`src/rtl/spi_slave_axis_egress_os.sv`:
```
// rtl/spi_slave_axis_egress_os.sv - oversampled SPI-slave egress: AXIS word FIFO serialised onto 1/2/4 MISO lanes
module spi_slave_axis_egress_os #(
  parameter int MISO_SIZE   = 1,
  parameter int MSB_FIRST   = 1,
  parameter int WORD_BYTES  = 1,
  parameter int FIFO_DEPTH  = 4,
  parameter int SYNC_STAGES = 2
) (
  input  logic                    clk,
  input  logic                    resn,
  input  logic                    spi_clk,
  input  logic                    spi_csn,
  output logic [MISO_SIZE-1:0]    spi_miso,
  output logic                    spi_miso_oe,
  input  logic [8*WORD_BYTES-1:0] s_axis_tdata,
  input  logic                    s_axis_tvalid,
  output logic                    s_axis_tready,
  input  logic [7:0]              s_axis_tuser,
  output logic [15:0]             underrun_count,
  output logic                    frame_abort
);

  localparam int AW = $clog2(FIFO_DEPTH);
  localparam int BW = (WORD_BYTES > 1) ? $clog2(WORD_BYTES) : 1;
  localparam logic [BW-1:0] LAST_BYTE = BW'(WORD_BYTES - 1);
  localparam logic [3:0]    STEP      = 4'(MISO_SIZE);
  localparam logic [3:0]    LAST_CNT  = 4'(8 - MISO_SIZE);

  typedef enum logic {IDLE, SHIFT} state_t;

  state_t                  state;
  logic [SYNC_STAGES-1:0]  sck_sync, csn_sync;
  logic                    sck_d, csn_d;
  logic                    csn_fall, csn_rise, sck_fall;
  logic [8*WORD_BYTES-1:0] mem [FIFO_DEPTH];
  logic [AW:0]             wr_ptr, rd_ptr;
  logic                    full, empty, push, pop, ready_en;
  logic [7:0]              shifter, head_byte, next_byte;
  logic [3:0]              bit_cnt;
  logic [BW-1:0]           byte_idx;
  logic [15:0]             underrun_q;
  logic                    load;

  always_ff @(posedge clk or negedge resn) begin
    if (!resn) begin
      sck_sync <= '0;
      csn_sync <= '1;
      sck_d    <= 1'b0;
      csn_d    <= 1'b1;
    end else begin
      sck_sync <= {sck_sync[SYNC_STAGES-2:0], spi_clk};
      csn_sync <= {csn_sync[SYNC_STAGES-2:0], spi_csn};
      sck_d    <= sck_sync[SYNC_STAGES-1];
      csn_d    <= csn_sync[SYNC_STAGES-1];
    end
  end

  assign csn_fall = csn_d & ~csn_sync[SYNC_STAGES-1];
  assign csn_rise = ~csn_d & csn_sync[SYNC_STAGES-1];
  assign sck_fall = sck_d & ~sck_sync[SYNC_STAGES-1];

  assign full  = (wr_ptr[AW] != rd_ptr[AW]) && (wr_ptr[AW-1:0] == rd_ptr[AW-1:0]);
  assign empty = (wr_ptr == rd_ptr);
  assign push  = s_axis_tvalid & s_axis_tready;
  assign s_axis_tready = ready_en & ~full;

  always_ff @(posedge clk) begin
    if (push) mem[wr_ptr[AW-1:0]] <= s_axis_tdata;
  end

  // A byte slot opens on frame start and when a byte's last lane group has been shifted;
  // an sck_fall that coincides with csn_rise never opens one.
  always_comb begin
    load = 1'b0;
    if (state == IDLE) load = csn_fall;
    else               load = ~csn_rise & sck_fall & ((bit_cnt + STEP) == 4'd8);
  end

  assign head_byte = mem[rd_ptr[AW-1:0]][{byte_idx, 3'b000} +: 8];
  assign next_byte = empty ? s_axis_tuser : head_byte;
  assign pop       = load & ~empty & (byte_idx == LAST_BYTE);

  always_ff @(posedge clk or negedge resn) begin
    if (!resn) begin
      state      <= IDLE;
      wr_ptr     <= '0;
      rd_ptr     <= '0;
      ready_en   <= 1'b0;
      shifter    <= '0;
      bit_cnt    <= '0;
      byte_idx   <= '0;
      underrun_q <= '0;
      frame_abort <= 1'b0;
    end else begin
      ready_en    <= 1'b1;
      frame_abort <= 1'b0;
      if (push) wr_ptr <= wr_ptr + 1'b1;
      if (pop)  rd_ptr <= rd_ptr + 1'b1;
      if (load) begin
        shifter <= next_byte;
        bit_cnt <= '0;
        if (empty) begin
          if (underrun_q != 16'hFFFF) underrun_q <= underrun_q + 16'd1;
        end else begin
          byte_idx <= (byte_idx == LAST_BYTE) ? '0 : byte_idx + 1'b1;
        end
      end
      case (state)
        IDLE: if (csn_fall) state <= SHIFT;
        SHIFT: begin
          if (csn_rise) begin
            state <= IDLE;
            // A byte whose final lane group is already on the pins counts as delivered.
            if (bit_cnt != 4'd0 && bit_cnt != LAST_CNT) frame_abort <= 1'b1;
            bit_cnt <= '0;
          end else if (sck_fall && !load) begin
            bit_cnt <= bit_cnt + STEP;
            shifter <= (MSB_FIRST != 0) ? (shifter << MISO_SIZE) : (shifter >> MISO_SIZE);
          end
        end
        default: state <= IDLE;
      endcase
    end
  end

  assign spi_miso       = (state == SHIFT) ?
                          ((MSB_FIRST != 0) ? shifter[7 -: MISO_SIZE] : shifter[MISO_SIZE-1:0]) : '0;
  assign spi_miso_oe    = (state == SHIFT);
  assign underrun_count = underrun_q;

endmodule
```
`config.mk`:
```
export PLATFORM = sky130hd
export DESIGN_NAME = spi_slave_axis_egress_os
export DESIGN_NICKNAME = d
export VERILOG_FILES = /design/src/rtl/spi_slave_axis_egress_os.sv
export SDC_FILE = /design/constraint.sdc
export NUM_CORES = 1
export LEC_CHECK = 0
export CAP_MARGIN = 20
export CORE_MARGIN = 2
export CORE_UTILIZATION = 30
export CTS_CLUSTER_DIAMETER = 100
export DETAILED_ROUTE_END_ITERATION = 16
export GPL_ROUTABILITY_DRIVEN = 0
export SLEW_MARGIN = 20
export SYNTH_ARGS = -nofsm -noshare
export SYNTH_HDL_FRONTEND = slang
export SYNTH_SLANG_ARGS = --single-unit
```
`constraint.sdc`:
```
create_clock -name clk -period 4.9 [get_ports clk]
set_input_delay 0.735 -clock clk [delete_from_list [all_inputs] [get_ports clk]]
set_output_delay 0.735 -clock clk [all_outputs]
set_load 0.01 [all_outputs]
```
==> metrics.yaml <==
drt.antenna.violating_nets: 0
grt_max_degree: 44
synth_common_cells: "40 x dfrtp_1, 32 x edfxtp_1, 22 x nand2_1"
seqPwrFrac_pct: 48.7
grt_pass1_vias: 1982
avgRoutedWirePerCell_microns: 14.2
final_max_slew_viol_count: 0
yosys.area_share.simple_pct: 12.2
drt-vias-per-instance: 4.72
wl_mm: 6.20
cp-startpoint: "rd_ptr[0]"
finalSetupViolCount: 0
cp-start-kind: "register"
cp-end-kind: "output port"
final_area_sq_mm: 0.00406
finClkSkew_ps: 14.6
p_sw_mw: 0.572
numCtsBuffers: 9
die_h_microns: 110
ys_ff_latch: 75
peakVddDrop_v: 0.000206
p_int_mw: 1.22
fin_ws_ps: 1770
yosys.area_share.xor_xnor_pct: 5.21
combPwrFrac_pct: 26.9
crit_arrival_ps: 2390
ys_seq_area_share_pct: 60.7
fmax_mhz: 320
synth_area_leaders: "dfrtp_1 30%, edfxtp_1 29%, mux4_2 5.4%, ha_1 3.3%, mux2_2 3.3%"
switching_share_pct: 32.0
slew_headroom_pct: 35.2
cts.sinks: 75
cts_resized: 0
synth_fa_ha_area_share_pct: 3.65
gr-total-overflow: 0
preCtsSetupSlack_ps: 2120
antenna_found_initial: 0
grt_usage_pct: 11.3
remaining_drc_errors: 0
rows: 38
clockBufferDepth: 2
fp.dieArea_sq_mm: 0.0121
max_cap_viol_count: 0
cts.clk_slew.worst_paths_ps: 90
synthArstFlopShare_pct: 57.3
syn-num-nets: 277
min_path_cells: 0
period_minus_slack_ps: 3130
cts_hold_buf: 0
numPortBuffers: 40
worstMarginPinSlew_ps: 972
synth_top_area_share_pct: 29.8
start_util_pct: 30.9
synth_top_area_cell: "dfrtp_1"
synth_most_common_cell: "dfrtp_1"
p_clk_share_pct: 24.5
root_buffer: "clkbuf_8"
hold_violations: 0
cts_tree: "yes"
area_growth_syn_to_layout_pct: 20.6
ys.flop_type: "dfrtp_1"
fp.coreArea_sq_mm: 0.0109
clk_latency_ps: 360
hold_path_class: "reg2reg"
yosys_warnings: 0
leakage_nw: 1.58
synth_edf_count: 32
cts_setup_buffers: 0
outcome: "finished clean"
hp-start: "csn_sync[0]"
place_area_sq_mm: 0.00388
fin_crit_sh_pct: 63.8
pwr_density_cell_mw_per_mm2: 441
rr_worst_depth: 5
fin_setup_tns_ps: 0
nets: 320
p_total_mw: 1.79
regArea_sq_mm: 0.00204
path_class: "reg2out"
synth_cells: 247
rr_startpoint: "rd_ptr[0]"
netlist_area_sq_mm: 0.00336
grt_pass1_wl_mm: 10.2
dp_hpwl_mm: 4.28
num_vias: 2052
worst-path-max-fanout: 11
h-tree-depth: 3
dr.pass1.iters: 4
synth-compound-area-share_pct: 5.88
cp.required_ps: 4160
fillCellCount: 1039
synth_top_family_by_area: "simple AND/OR/NAND/NOR gates"
synthMuxAreaShare_pct: 9.67
syn_area_per_cell_sq_um: 13.6
layout-drive-gt1-share_pct: 15.6
multi_input_area_sq_mm: 0.00124
ioPinCount: 41
yosysUniqueCellTypes: 45
rsz0062_at_grt: "no"
drtIter0Drc: 66
dieWidth_microns: 110
num_antenna_cells: 0
[worst max-delay path, cell delays in order, from the launching register on]
cell             delay (ps)
dfrtp_1                 750
xnor2_1                 170
a31oi_1                 480
clkdlybuf4s50_1         640
[final timing paths]
path,slack [ps],endpoint
setup reg to reg,2120,underrun_count[15]
hold reg to reg,360,csn_sync[1]
min in group asynchronous,530,spi_miso_oe
max in group asynchronous,3750,underrun_count[2]
setup / recovery,1770,s_axis_tready
hold / removal,360,csn_sync[1]
[cell type report]
| class | instances | area share, % |
|---|---|---|
| clock buffers | 9 | 3.05 |
| clock inverters | 7 | 1.36 |
| inverters | 8 | 0.740 |
| multi-input cells | 156 | 30.5 |
| flip-flops and latches | 75 | 50.3 |
| well taps | 140 | 4.32 |
| repair buffers | 40 | 9.75 |
[stage by stage]
stage / cells / hold WS, ps / util, %
6_report: 435 / 362 / 37.3
5_1_grt: 435 / 367 / 37.3
4_1_cts: 435 / 364 / 37.3
3_5_place_dp: 419 / 343 / 35.6
3_3_place_gp: 419 / 333 / 35.6
2_1_floorplan: 247 / 331 / -
[cell usage in the layout, fill, tap and decap left out, types with 2 or more instances in the layout]
master / instances
and3_1: 5
clkdlybuf4s50_1: 39
nand2_1: 22
nor4_2: 2
and2_1: 4
ha_1: 9
nor2b_1: 2
a31oi_1: 2
inv_1: 8
inv_6: 3
edfxtp_1: 32
o21ai_0: 11
dfrtp_1: 40
mux2_2: 10
dfstp_2: 3
a21o_1: 2
mux4_2: 8
nor4_1: 6
xor2_1: 11
nand4_1: 3
a21oi_1: 3
nand3_1: 11
o22ai_1: 7
nor2_1: 7
clkbuf_8: 9
nand3b_1: 2
nor3_1: 2
mux2_1: 2
xnor2_1: 9
[sequential cells by signal, indices dropped and copies added (netlist names), 2 cells and up]
signal / cells
csn_sync: 2
rd_ptr: 3
sck_sync: 2
bit_cnt: 4
mem: 32
wr_ptr: 3
underrun_count: 16
shifter: 8
[logic make-up (layout without fill, tap and decap cells)]
| family | Yosys count | count (layout) |
|---|---|---|
| DFF | 75 | 75 |
| other | 1 | 1 |
| and+or+nand+nor | 73 | 73 |
| muxes | 21 | 21 |
| buffers and inverters | 16 | 64 |
| adders and majority gates | 10 | 10 |
| xor gates and xnor gates | 20 | 20 |
| AOI/OAI and AO/OA | 31 | 31 |
[power by group through the flow]
stage / logic [mW] / clock network, mW / registers [mW]
3_5_place_dp: 0.483 / 0 / 0.886
3_3_place_gp: 0.472 / 0 / 0.882
6_report: 0.481 / 0.438 / 0.871
4_1_cts: 0.486 / 0.450 / 0.873
2_1_floorplan: 0.396 / 0 / 0.835
5_1_grt: 0.536 / 0.485 / 0.890
[routing by layer]
layer	part of all wire (%)	wire (microns)	global-route usage [%]	vias up
met3	4.7	293	3.97	10
met5	0	0	0	-
met4	1.5	95	3.53	0
li1	-	-	-	992
met1	46	2860	14.8	1003
met2	48	2950	17.7	47
Note: power is estimated with default switching activity, not from simulation.
